--- config.mk ---
export PLATFORM = sky130hd
export DESIGN_NAME = complex_mul_pipe
export DESIGN_NICKNAME = d
export VERILOG_FILES = /design/src/rtl/fft_pkg.sv /design/src/rtl/cplx_round_sat.sv /design/src/rtl/complex_mul_pipe.sv
export SDC_FILE = /design/constraint.sdc
export NUM_CORES = 2
export LEC_CHECK = 0
export CAP_MARGIN = 15
export CORE_AREA = 4 4 398 302
export CTS_CLUSTER_SIZE = 28
export DETAILED_ROUTE_END_ITERATION = 6
export DIE_AREA = 0 0 402 306
export GPL_TIMING_DRIVEN = 0
export PLACE_DENSITY = 0.72
export SLEW_MARGIN = 20
export SYNTH_ARGS = -nofsm -noshare
export SYNTH_HDL_FRONTEND = slang
export SYNTH_SLANG_ARGS = --single-unit
--- constraint.sdc ---
create_clock -name clk -period 16.1 [get_ports clk]
set_input_delay 3.22 -clock clk [delete_from_list [all_inputs] [get_ports clk]]
set_output_delay 3.22 -clock clk [all_outputs]
set_load 0.005 [all_outputs]
--- src/rtl/fft_pkg.sv ---
// Shared definitions for the FFT butterfly / twiddle datapath.
//   DW_DEF, FRAC_DEF : default component width and fractional bits (Q4.12)
//   ONE              : fixed-point 1.0 at the default format
//   pack_cplx/re_of/im_of : {re, im} packing helpers at the default width
//   sat_round        : scale a wide sum by 2^-frac with optional rounding,
//                      range-check against dw bits, clamp or wrap; returns
//                      {ovf, value[63:0]} (value is valid in its low dw bits)
package fft_pkg;

  localparam int DW_DEF   = 16;
  localparam int FRAC_DEF = 12;
  localparam int ONE      = 1 << FRAC_DEF;

  function automatic logic [2*DW_DEF-1:0] pack_cplx(input logic [DW_DEF-1:0] re,
                                                     input logic [DW_DEF-1:0] im);
    return {re, im};
  endfunction

  function automatic logic [DW_DEF-1:0] re_of(input logic [2*DW_DEF-1:0] c);
    return c[2*DW_DEF-1:DW_DEF];
  endfunction

  function automatic logic [DW_DEF-1:0] im_of(input logic [2*DW_DEF-1:0] c);
    return c[DW_DEF-1:0];
  endfunction

  // The sum is carried at 64 bits, which covers component widths up to 31.
  // Floor semantics come from the arithmetic shift; round-half-up is the
  // same shift after adding half an LSB of the result.
  function automatic logic [64:0] sat_round(input logic signed [63:0] sum,
                                            input int                 frac,
                                            input bit                 round,
                                            input bit                 sat,
                                            input int                 dw);
    logic signed [63:0] biased;
    logic signed [63:0] shifted;
    logic signed [63:0] vmax;
    logic signed [63:0] vmin;
    logic               ovf;
    logic [63:0]        val;
    biased = sum;
    if (round && frac > 0) biased = sum + (64'sd1 <<< (frac - 1));
    shifted = biased >>> frac;
    vmax    = (64'sd1 <<< (dw - 1)) - 64'sd1;
    vmin    = -(64'sd1 <<< (dw - 1));
    ovf     = 1'b0;
    val     = shifted;
    if (shifted > vmax) begin
      ovf = 1'b1;
      val = sat ? vmax : shifted;
    end else if (shifted < vmin) begin
      ovf = 1'b1;
      val = sat ? vmin : shifted;
    end
    return {ovf, val};
  endfunction

endpackage

--- src/rtl/cplx_round_sat.sv ---
// Combinational scale / round / saturate for one complex component.
//   sum   : signed 2*DW+1-bit sum of two products (Q at 2*FRAC fraction bits)
//   value : DW-bit result in Q(DW-FRAC).FRAC
//   ovf   : the scaled sum did not fit in DW bits (clamped or wrapped)
module cplx_round_sat
  import fft_pkg::*;
#(
  parameter int DW    = DW_DEF,
  parameter int FRAC  = FRAC_DEF,
  parameter int ROUND = 1,
  parameter int SAT   = 1
) (
  input  logic signed [2*DW:0] sum,
  output logic [DW-1:0]        value,
  output logic                 ovf
);

  logic signed [63:0] sum_ext;
  logic [64:0]        res;
  logic               unused_hi;

  assign sum_ext   = {{(63 - 2*DW){sum[2*DW]}}, sum};
  assign res       = sat_round(sum_ext, FRAC, ROUND != 0, SAT != 0, DW);
  assign value     = res[DW-1:0];
  assign ovf       = res[64];
  // Upper bits are either sign copies or wrapped-away bits; deliberately dropped.
  assign unused_hi = ^res[63:DW];

endmodule

--- src/rtl/complex_mul_pipe.sv ---
// Three-stage pipelined fixed-point complex multiplier with valid/ready.
//   clk, rst            : clock, asynchronous active-high reset
//   in_valid / in_ready : input handshake; a, b packed {re, im}; conj_b
//                         selects a * conj(b)
//   out_valid/out_ready : output handshake; out packed {re, im}
//   ovf                 : re or im overflowed (qualified by out_valid)
//   ovf_cnt / ovf_clr   : saturating count of accepted overflowed results,
//                         synchronous clear (clear beats increment)
// Stages: S1 operands, S2 four partial products, S3 sum/round/saturate.
// One global advance signal moves every stage together, so a stall freezes
// the whole pipe and no bubble collapsing is needed.
module complex_mul_pipe
  import fft_pkg::*;
#(
  parameter int DW    = DW_DEF,
  parameter int FRAC  = FRAC_DEF,
  parameter int ROUND = 1,
  parameter int SAT   = 1,
  parameter int CNTW  = 16
) (
  input  logic              clk,
  input  logic              rst,
  input  logic              in_valid,
  output logic              in_ready,
  input  logic [2*DW-1:0]   a,
  input  logic [2*DW-1:0]   b,
  input  logic              conj_b,
  output logic              out_valid,
  input  logic              out_ready,
  output logic [2*DW-1:0]   out,
  output logic              ovf,
  output logic [CNTW-1:0]   ovf_cnt,
  input  logic              ovf_clr
);

  logic adv;
  assign adv      = !out_valid || out_ready;
  assign in_ready = adv;

  // S1 operands
  logic            s1_valid;
  logic [2*DW-1:0] s1_a;
  logic [2*DW-1:0] s1_b;
  logic            s1_conj;

  // S2 products
  logic                   s2_valid;
  logic                   s2_conj;
  logic signed [2*DW-1:0] s2_rr;  // ar*br
  logic signed [2*DW-1:0] s2_ii;  // ai*bi
  logic signed [2*DW-1:0] s2_ri;  // ar*bi
  logic signed [2*DW-1:0] s2_ir;  // ai*br

  logic signed [DW-1:0] ar, ai, br, bi;
  assign ar = s1_a[2*DW-1:DW];
  assign ai = s1_a[DW-1:0];
  assign br = s1_b[2*DW-1:DW];
  assign bi = s1_b[DW-1:0];

  // S3 combinational sums
  logic signed [2*DW:0] re_sum;
  logic signed [2*DW:0] im_sum;
  logic [DW-1:0]        re_val, im_val;
  logic                 re_ovf, im_ovf;

  // NOTE: every signal assigned in always_comb gets a default first so no
  // path leaves it unassigned, which would infer a latch.
  always_comb begin
    re_sum = '0;
    im_sum = '0;
    if (s2_conj) begin
      re_sum = (2*DW+1)'(s2_rr) + (2*DW+1)'(s2_ii);
      im_sum = (2*DW+1)'(s2_ir) - (2*DW+1)'(s2_ri);
    end else begin
      re_sum = (2*DW+1)'(s2_rr) - (2*DW+1)'(s2_ii);
      im_sum = (2*DW+1)'(s2_ri) + (2*DW+1)'(s2_ir);
    end
  end

  cplx_round_sat #(.DW(DW), .FRAC(FRAC), .ROUND(ROUND), .SAT(SAT)) u_re (
    .sum   (re_sum),
    .value (re_val),
    .ovf   (re_ovf)
  );

  cplx_round_sat #(.DW(DW), .FRAC(FRAC), .ROUND(ROUND), .SAT(SAT)) u_im (
    .sum   (im_sum),
    .value (im_val),
    .ovf   (im_ovf)
  );

  // Control and visible outputs.
  // NOTE: sequential state uses non-blocking assignments so every register
  // samples pre-edge values regardless of statement order.
  always_ff @(posedge clk or posedge rst) begin
    if (rst) begin
      s1_valid  <= 1'b0;
      s2_valid  <= 1'b0;
      out_valid <= 1'b0;
      out       <= '0;
      ovf       <= 1'b0;
    end else if (adv) begin
      s1_valid  <= in_valid;
      s2_valid  <= s1_valid;
      out_valid <= s2_valid;
      out       <= {re_val, im_val};
      ovf       <= re_ovf || im_ovf;
    end
  end

  // NOTE: internal data registers are not reset; the valid bits alone say
  // whether they hold anything, and keeping them out of the reset block
  // avoids reset fan-out and a reset-gated enable on wide datapaths.
  always_ff @(posedge clk) begin
    if (adv) begin
      s1_a    <= a;
      s1_b    <= b;
      s1_conj <= conj_b;
      s2_conj <= s1_conj;
      s2_rr   <= (2*DW)'(ar) * (2*DW)'(br);
      s2_ii   <= (2*DW)'(ai) * (2*DW)'(bi);
      s2_ri   <= (2*DW)'(ar) * (2*DW)'(bi);
      s2_ir   <= (2*DW)'(ai) * (2*DW)'(br);
    end
  end

  always_ff @(posedge clk or posedge rst) begin
    if (rst) begin
      ovf_cnt <= '0;
    end else if (ovf_clr) begin
      ovf_cnt <= '0;
    end else if (out_valid && out_ready && ovf && !(&ovf_cnt)) begin
      ovf_cnt <= ovf_cnt + 1'b1;
    end
  end

endmodule

==> results.py <==
metrics = {
    "status": {
        "run_status": "finished, final reports clean",
    },
    "yosys": {
        "synth_cell_types": 86,
        "yosys.area.top_type_share_pct": 40.37,
        "post_synth.cell_area_avg_um2": 9.557,
        "ys_ff_latch": 246,
        "yosys-top-cells-area": "fa_1, edfxtp_1, ha_1",
        "ys_seq_area_share_pct": 13.71,
        "synth-async-reset-ratio_pct": 21.14,
        "ys.flop_type": "edfxtp_1",
        "syn_inst": 5438,
        "synth_top_area_cell": "fa_1",
        "synth_most_common_cell": "inv_1",
        "synth_commonest_cells": "inv_1, fa_1, nand2_1",
        "synthesis.nets": 6951,
        "synth-edff-count": 194,
        "yosys_warnings": 0,
        "synth_area_um2": 51970,
    },
    "timing": {
        "hold_viol": 0,
        "maxSlewHeadroom_pct": 11.96,
        "rsz0062_at_grt": "no",
        "period_needed_ps": 9805,
        "worst_pin_slew_ps": 1321,
        "maxSlewViolCount": 0,
        "timing.fmax_mhz": 102.0,
        "period_share_pct": 60.90,
        "setup_viol": 0,
        "fin_skew_ps": 74.06,
    },
    "grt": {
        "grt_pass1_wl_um": 238700,
        "grt_pass1_vias": 38770,
        "grt_usage_pct": 25.61,
        "grt_antenna_before_repair": 23,
        "grt-ovfl-total": 0,
        "grt_max_degree": 53,
    },
    "clocking": {
        "cts.sinks": 246,
        "htreeDepth": 1,
        "cts_buffers": 31,
        "cts_root_buffer": "clkbuf_16",
        "cts.repair.resized": 0,
        "tritoncts": "built",
        "cts_hold_buf": 0,
        "postCtsSetupBuffers": 0,
        "clk_latency_ps": 680,
        "cts_buffer_depth": 3,
        "path_clk_slew_ps": 60,
    },
    "placed_design": {
        "globalplace.congestion": 0.9728,
        "port_buffers": 119,
        "placedCellCount": 7115,
        "dp_hpwl_um": 128600,
    },
    "worst_setup_path": {
        "ff2ff_path_depth": 25,
        "required_ps": 12880,
        "critical_path.startpoint_type": "input port",
        "slowest_stage": "clkbuf_4",
        "cp.depth": 7,
        "rrSetupSlack_ps": 6980,
        "crit_fanout": 44,
        "end_kind": "output pin",
        "critPathArrivalTime_ps": 6580,
        "crit_path_max_incr_delay_ps": 710,
        "critPathKind": "in -> out",
        "cp_top_family": "buffers and inverters",
        "cp_num_buf_inv": 6,
        "cpMostUsedCell": "clkdlybuf4s50_1",
        "crit_chain": "clkdlybuf4s50_1 > nand2b_1 > clkbuf_1 > clkbuf_4 > buf_12 > buf_16 > clkdlybuf4s50_1",
    },
    "layout": {
        "layout.cells.non_filler": 7185,
        "fill_cells": 10880,
        "drive_gt1_share_pct": 2.082,
        "fin_nets": 7107,
        "areaGrowthSynthToFinish_pct": 8.489,
    },
    "floorplanning": {
        "die-area_um2": 123000,
        "coreArea_um2": 116700,
        "die_width_um": 402,
        "io_pins": 121,
        "std_cell_rows": 109,
        "die_h_um": 306,
        "start_util_pct": 44.52,
    },
    "flow_run": {
        "cap_violations": 0,
    },
    "detailed_routing": {
        "dr.pass1.iters": 6,
        "wire_per_inst_um": 21.52,
        "detail-route-antenna-nets": 0,
        "num_vias": 38860,
        "drc": 0,
        "drt-total-wl_um": 154600,
        "drt_iter0_drc": 4145,
        "via_per_inst": 5.409,
    },
    "worst_hold_path": {
        "holdCritPathClass": "reg -> reg",
        "min_path_cells": 0,
    },
}
## flip-flops by register name (all words and copies together) (netlist names)
register   count
out           32
out_valid      1
s2_ii         32
s1_a          32
s1_b          32
s1_valid       1
s2_valid       1
s1_conj        1
s2_ir         32
s2_ri         32
ovf            1
s2_conj        1
ovf_cnt       16
s2_rr         32
## routing by layer
| metal | vias to the layer above | track usage (%) | wire (µm) |
|---|---|---|---|
| li1 | 16970 | - | - |
| met1 | 19540 | 37.96 | 65400 |
| met2 | 2118 | 35.04 | 61230 |
| met3 | 216 | 9.732 | 22720 |
| met4 | 16 | 6.371 | 4776 |
| met5 | - | 1.259 | 483 |
## area by class of cell
class	instances	area, µm²	share of cell area, %
tap	1554	1944	3.449
buffer	220	862.1	1.529
inverter	1145	4300	7.627
multi-input combinational	3827	39710	70.42
antenna	12	30.03	0.05326
clock buffer	41	905.9	1.607
clock inverter	17	219.0	0.3884
timing repair buffer	123	1286	2.281
sequential	246	7127	12.64
## final timing paths
kind / start / to
worst max-delay path: out_ready / in_ready
worst min-delay path: s1_conj$_DFFE_PP_ / s2_conj$_DFFE_PP_
worst max register to register: s1_a[10]$_DFFE_PP_ / s2_ii[30]$_DFFE_PP_
worst min register to register: s1_conj$_DFFE_PP_ / s2_conj$_DFFE_PP_
max in group asynchronous: rst / out[12]$_DFFE_PP0P_
min in group asynchronous: rst / ovf_cnt[4]$_DFFE_PP0P_
## worst register-to-register path, cell delays in order, from the launching register on
cell      delay [ps]
edfxtp_1         520
clkbuf_1         660
nand2_1          220
fa_1             570
inv_1             50
fa_1             530
inv_1             60
fa_1             480
fa_1             550
inv_1             50
fa_1             470
inv_1             50
fa_1             470
inv_1             40
ha_1             330
and3_1           230
a221o_1          360
nand2_1           90
o21ai_0          140
a41o_1           330
o41ai_2          650
o22ai_1          280
or4_1            530
a311o_1          340
a21oi_1          180
xnor2_1          510
## stage by stage
stage	cell area [µm²]	TNS [ps]	worst slack [ps]	utilization [%]	hold WS, ps
after global routing	56360	0	6154	48.28	462.6
after global placement	55100	-2102	-2102	47.20	409.1
final	56380	0	6295	48.29	453.1
after CTS	56330	0	6229	48.26	452.5
after floorplan	51970	0	3797	-	400.3
after detailed placement	55210	0	6232	47.29	407.1
## layout by cell type, fill, tap and decap left out, types with 156 or more instances in the layout
cell / Yosys / routed
edfxtp_1: 194 / 194
and2_1: 410 / 410
a21oi_1: 179 / 179
fa_1: 1048 / 1048
xnor2_1: 186 / 185
inv_1: 1145 / 1144
ha_1: 395 / 395
clkbuf_1: 208 / 206
nor2_1: 156 / 156
nand2_1: 683 / 683
## cell families (layout without fill, tap and decap cells)
family / after synthesis / count (layout) / synth area share [%]
AOI/OAI and AO/OA: 507 / 507 / 6.363
xor gates and xnor gates: 291 / 291 / 4.919
adders and majority gates: 1443 / 1443 / 49.88
buffers and inverters: 1365 / 1546 / 9.912
DFF: 246 / 246 / 13.71
muxes: 7 / 7 / 0.1445
other: 0 / 12 / 0
and+or+nand+nor: 1579 / 1579 / 15.07
Power is left out: the tool's default activity adds up to more than one toggle a clock period on the data nets, which glitch-free logic cannot reach.
